==> config.mk <==
export PLATFORM = sky130hd
export DESIGN_NAME = led_row_scanner
export DESIGN_NICKNAME = d
export VERILOG_FILES = /design/src/rtl/matrix_pkg.sv /design/src/rtl/scan_counter.sv /design/src/rtl/led_row_scanner.sv
export SDC_FILE = /design/constraint.sdc
export NUM_CORES = 1
export LEC_CHECK = 0
export ABC_AREA = 1
export ABC_CLOCK_PERIOD_IN_PS = 1300
export CORE_MARGIN = 5
export CORE_UTILIZATION = 44
export CTS_BUF_LIST = sky130_fd_sc_hd__clkbuf_8 sky130_fd_sc_hd__clkbuf_16
export CTS_CLUSTER_SIZE = 30
export DETAILED_ROUTE_END_ITERATION = 12
export PLACE_DENSITY = 0.81
export RECOVER_POWER = 25
export SLEW_MARGIN = 20
export SYNTH_ARGS = -nofsm -noshare
export SYNTH_HDL_FRONTEND = slang
export SYNTH_SLANG_ARGS = --single-unit
==> constraint.sdc <==
create_clock -name clk -period 1.3 [get_ports clk]
set_input_delay 0.26 -clock clk [delete_from_list [all_inputs] [get_ports clk]]
set_output_delay 0.26 -clock clk [all_outputs]
set_load 0.005 [all_outputs]
==> src/rtl/matrix_pkg.sv <==
// rtl/matrix_pkg.sv - shared LED matrix geometry, row type and scan state encoding
package matrix_pkg;

  localparam int NUM_ROWS = 16;
  localparam int NUM_COLS = 16;

  typedef enum logic [1:0] {
    BLANK = 2'd0,
    FETCH = 2'd1,
    SHOW  = 2'd2
  } scan_state_t;

  typedef logic [NUM_COLS-1:0] row_t;

endpackage

==> src/rtl/scan_counter.sv <==
// rtl/scan_counter.sv - clearable up-counter flagging when it reaches a terminal value
module scan_counter #(
  parameter int W = 4
) (
  input  logic         clk,
  input  logic         reset,
  input  logic         clear_i,
  input  logic [W-1:0] last_i,
  output logic         tc_o
);

  logic [W-1:0] count_q;
  logic [W-1:0] count_d;

  // Next count: restart from zero on clear, otherwise advance by one
  always_comb begin
    count_d = count_q + W'(1);
    if (clear_i) begin
      count_d = '0;
    end
  end

  // Count register with synchronous reset
  always_ff @(posedge clk) begin
    if (reset) begin
      count_q <= '0;
    end else begin
      count_q <= count_d;
    end
  end

  assign tc_o = (count_q == last_i);

endmodule

==> src/rtl/led_row_scanner.sv <==
// rtl/led_row_scanner.sv - row-multiplexed 16x16 LED matrix driver with inter-row blanking
module led_row_scanner #(
  parameter int DWELL = 1024,
  parameter int BLANK = 16
) (
  input  logic        clk,
  input  logic        reset,
  input  logic [15:0] pixel_in,
  output logic [3:0]  row_sel,
  output logic [15:0] col_out,
  output logic [15:0] row_en,
  output logic        frame_start
);

  import matrix_pkg::*;

  localparam int MAXC = (DWELL > BLANK) ? DWELL : BLANK;
  localparam int CW   = $clog2(MAXC) + 1;

  scan_state_t state_q;
  scan_state_t state_d;
  logic [3:0]  row_q;
  logic [3:0]  row_d;
  row_t        col_q;
  row_t        col_d;
  row_t        en_q;
  row_t        en_d;

  logic          tc;
  logic          cnt_clear;
  logic [CW-1:0] cnt_last;

  // One counter serves both phases; its terminal value follows the current state
  assign cnt_last  = (state_q == matrix_pkg::SHOW) ? CW'(DWELL - 1) : CW'(BLANK - 1);
  assign cnt_clear = tc || (state_q == matrix_pkg::FETCH);

  scan_counter #(
    .W (CW)
  ) u_cnt (
    .clk     (clk),
    .reset   (reset),
    .clear_i (cnt_clear),
    .last_i  (cnt_last),
    .tc_o    (tc)
  );

  // Scan sequencing: dark gap, single-cycle capture, then hold the row lit
  always_comb begin
    state_d = state_q;
    row_d   = row_q;
    col_d   = col_q;
    en_d    = en_q;
    unique case (state_q)
      matrix_pkg::BLANK: begin
        if (tc) begin
          state_d = matrix_pkg::FETCH;
        end
      end
      matrix_pkg::FETCH: begin
        col_d   = pixel_in;
        en_d    = row_t'(1) << row_q;
        state_d = matrix_pkg::SHOW;
      end
      matrix_pkg::SHOW: begin
        if (tc) begin
          col_d   = '0;
          en_d    = '0;
          row_d   = row_q + 4'd1;
          state_d = matrix_pkg::BLANK;
        end
      end
      default: begin
        state_d = matrix_pkg::BLANK;
      end
    endcase
  end

  // State and output registers; reset abandons any partially shown row
  always_ff @(posedge clk) begin
    if (reset) begin
      state_q <= matrix_pkg::BLANK;
      row_q   <= '0;
      col_q   <= '0;
      en_q    <= '0;
    end else begin
      state_q <= state_d;
      row_q   <= row_d;
      col_q   <= col_d;
      en_q    <= en_d;
    end
  end

  assign row_sel     = row_q;
  assign col_out     = col_q;
  assign row_en      = en_q;
  assign frame_start = (state_q == matrix_pkg::FETCH) && (row_q == 4'd0);

endmodule

==> parameters.txt, run 1 <==
Parameter                              Value

Yosys
  Post-Syn Instances ... 269
  Most instantiated cells after synthesis ... nand2_1 (59), dfxtp_1 (49), nand3_1 (31)
  Area share of the largest cell type after synthesis ... 0.452
  Async set or reset register ratio after synthesis ... 0
  Post-synthesis cell area ... 0.00217 mm2
  Most used flip-flop cell after synthesis ... dfxtp_1
  Seq/Total Area, Yosys ... 0.452
  Net count after synthesis ... 294
  Top cells by area in the synthesized netlist ... dfxtp_1 (45%), nand2_1 (10%), nand3_1 (7.1%)
  Count of cell types in the netlist ... 29
  Count of yosys warnings during synthesis ... 0
  Number of flops mapped to enable cells by yosys ... 0
  Library cell occupying the most area in the post-synthesis netlist ... dfxtp_1
  Flip-flop and latch count after synthesis ... 49
  Most frequent cell after synthesis ... nand2_1
  Mean area per synthesized cell ... 8.07 um2

Routing
  Total vias in the final route ... 2123
  Number of iterations in the first detailed-routing pass ... 4
  Routed wire per std cell ... 13.3 um
  WL final ... 5.73 mm
  Vias per inst ... 4.94
  Antenna violation net count after detailed routing ... 0
  DRC Markers ... 0
  Initial detailed-routing violation count ... 63

Placed design
  Number of placed instances, taps included ... 411
  RePlAce Congestion ... 0.854
  DPL Wire Length ... 3.79 mm
  IO buf count ... 54
  Dpl cell area ... 0.00298 mm2

Critical path
  Critical Path Stages ... 8
  Cells along the critical path ... nand2_1, nor2_1, nand2_1, nand2_2, nand3_4, buf_4, nand2_8, o21ai_1
  Worst setup path end ... col_out[2]$_SDFFE_PP0P_
  CP Launch Point ... u_cnt.count_q[5]$_SDFF_PP0_
  Worst path bufs/invs ... 1
  Data arrival, critical path ... 1.67 ns
  Number of cell instances on the worst register-to-register path ... 8
  Launch point of the worst reg-to-reg path ... u_cnt.count_q[5]$_SDFF_PP0_
  Cell seen most often among critical-path stages ... nand2_1
  Critical path peak fanout ... 8
  Crit. End Element ... register
  End of the worst register-to-register path ... col_out[2]$_SDFFE_PP0P_
  CP max stage delay ... 0.36 ns
  Register-to-register path setup slack ... -0.17 ns
  Kind of critical path ... reg2reg
  Data required time of the worst path ... 1.50 ns
  Max stage delay cell, worst path ... dfxtp_1
  Top cell family by delay on the critical path ... simple AND/OR/NAND/NOR gates
  Setup crit start kind ... register

Hold path
  HP Class ... reg2reg

Finish
  Area occupied by multi-input gates ... 0.00129 mm2
  Nets ... 387
  Seq. cell area ... 0.00100 mm2
  Share of final-layout standard cells stronger than drive strength 1 ... 0.394
  Number of fill cells ... 366
  Non-Filler Cell Area, Final ... 0.00343 mm2
  Share of the core filled with cells ... 0.722
  Number of antenna diodes ... 0
  Post-synthesis to final-layout area growth ... 58.1%
  Final Instance Count excl. Fillers ... 430

Die
  Site Rows ... 25
  Io pins ... 55
  Die boundary height ... 80.3 um
  Overall die width ... 80.3 um
  Full die area ... 0.00644 mm2
  Initial core utilization ... 0.457
  Core Box Area ... 0.00475 mm2

Clock tree
  TritonCTS clock tree ... yes
  Total CTS buffers ... 5
  Clock tree root buffer cell ... clkbuf_8
  Number of buffers inserted by hold repair at cts ... 0
  Clock Path Buffers ... 2
  Clock sink total ... 49
  Reg clk slew, reported paths ... 0.08 ns
  Clock latency reported for the late side of the worst-skew pair ... 0.30 ns
  H-tree levels ... 2

Timing
  Fin worst setup slack ... -0.172 ns
  Worst clock skew ... 0.00583 ns
  Number of max-slew violations in the final report ... 0
  Unrepaired setup endpoints after global routing ... yes
  Final setup violation count ... 46
  Maximum frequency from static timing analysis ... 680 MHz
  Setup tns final ... -5.93 ns
  Hold_ws ... 0.457 ns
  Relative slew margins ... 0.751
  Final period utilization ... 1.13
  Minimum clock period ... 1.47 ns
  Pin slew with the least headroom to its limit ... 0.374 ns
  Final Hold Fails ... 0

Global routing
  Vias in the first global route ... 2101
  Overflow after GRT ... 0
  GRT Resource Usage Total ... 0.185
  Maximum number of pins on one net before global-route repair ... 31
  Initial antenna violation count ... 0
  Global-route wire length before repair ... 9.38 mm

Job
  Number of max-cap violations ... 0

Power
  Power density normalized to cell area ... 761 mW/mm2
  Leak pwr ... 1.53 nW
  Max IR drop VDD ... 0.000629 V

Outcome
  Violations in the final reports ... negative setup slack
  Outcome ... complete, but fails checks
metal layers:
layer | vias up | global-route usage | routed length (um)
li1 | 1066 | - | -
met1 | 983 | 0.199 | 2270
met2 | 70 | 0.330 | 2920
met3 | 4 | 0.0740 | 488
met4 | 0 | 0.0557 | 55
met5 | - | 0 | 0
state kept, by name, summed over array words and instances, names as in the netlist:
name and count:
row_sel 4, u_cnt.count_q 11, row_en 16, state_q 2, col_out 16
cells by family (layout without fill, tap and decap cells):
logic type	Yosys count	in the layout	synth area share
buffers and inverters	36	128	0.0829
AND/OR/NAND/NOR	135	137	0.302
XOR/XNOR	5	5	0.0202
flip-flops	49	49	0.452
AO/OA/AOI/OAI	37	37	0.103
adder cells (fa/ha/maj)	7	7	0.0403
layout by cell type (no fill, tap or decap), drive strengths merged:
cell type | synthesis | routed
dfxtp | 49 | 49
nor2 | 29 | 29
clkbuf | 6 | 7
a31oi | 1 | 1
nor4 | 1 | 1
a21oi | 19 | 19
nand2 | 61 | 62
clkdlybuf4s50 | 0 | 17
dlygate4sd2 | 0 | 32
clkdlybuf4s15 | 0 | 2
clkinv | 1 | 2
nand3 | 38 | 39
xnor2 | 1 | 1
inv | 23 | 23
ha | 7 | 7
xor2 | 4 | 4
dlymetal6s2s | 0 | 1
nor3 | 5 | 5
nand4 | 1 | 1
buf | 6 | 44
o21ai | 17 | 17
how the worst min path moves through the flow:
stage                             from                      end  slack [ns]  cells past startpoint
2_1_floorplan              pixel_in[0]  col_out[0]$_SDFFE_PP0P_        0.40                      2
3_3_place_gp   row_en[14]$_SDFFE_PP0P_  row_en[14]$_SDFFE_PP0P_        0.46                      2
3_5_place_dp    row_en[1]$_SDFFE_PP0P_   row_en[1]$_SDFFE_PP0P_        0.47                      2
4_1_cts        state_q[1]$_SDFFE_PP0P_  state_q[0]$_SDFFE_PP0P_        0.47                      1
5_1_grt        state_q[1]$_SDFFE_PP0P_  state_q[0]$_SDFFE_PP0P_        0.46                      1
6_report       state_q[1]$_SDFFE_PP0P_  state_q[0]$_SDFFE_PP0P_        0.46                      1
layout make-up:
class | instances | share of cell area
Multi-Input combinational cell | 186 | 0.377
Clock buffer | 7 | 0.0281
Inverter | 24 | 0.0277
Tap cell | 67 | 0.0244
Timing Repair Buffer | 96 | 0.250
Sequential cell | 49 | 0.291
Clock inverter | 1 | 0.00146
repair_timing:
item | 4_1_cts | 5_1_grt
pin swaps | 11 | 10
setup endpoints to repair | 86 | 55
buffers inserted | 5 | 4
cloned | 3 | 0
endpoints found under the hold margin | 0 | 0
resized for setup | 103 | 36
where the power goes:
part	internal (mW)	switching, mW
clock network	0.481	0.492
logic	0.0702	0.0552
registers	1.51	0.00780
total	2.06	0.555
per-stage QoR:
stage               worst slack, ns  total power, mW
floorplan                   -0.0105             1.59
global placement             -0.202             1.66
detailed placement           -0.250             1.66
CTS                          -0.197             2.63
global route                 -0.258             2.72
finish                       -0.172             2.61
Power figures use the tool's default switching activity.
==> run 2: changes to the inputs <==
- GPL_ROUTABILITY_DRIVEN: default -> 0
- HOLD_SLACK_MARGIN: default -> 0.08
==> results of run 2 <==
Same layout as run 1: the final DEF is identical, and so are final timing and power.
==> run 3: changes to the inputs <==
- CTS_CLUSTER_SIZE: 30 -> 10
==> results of run 3 <==
Same layout as run 1: the final DEF is identical, and so are final timing and power.
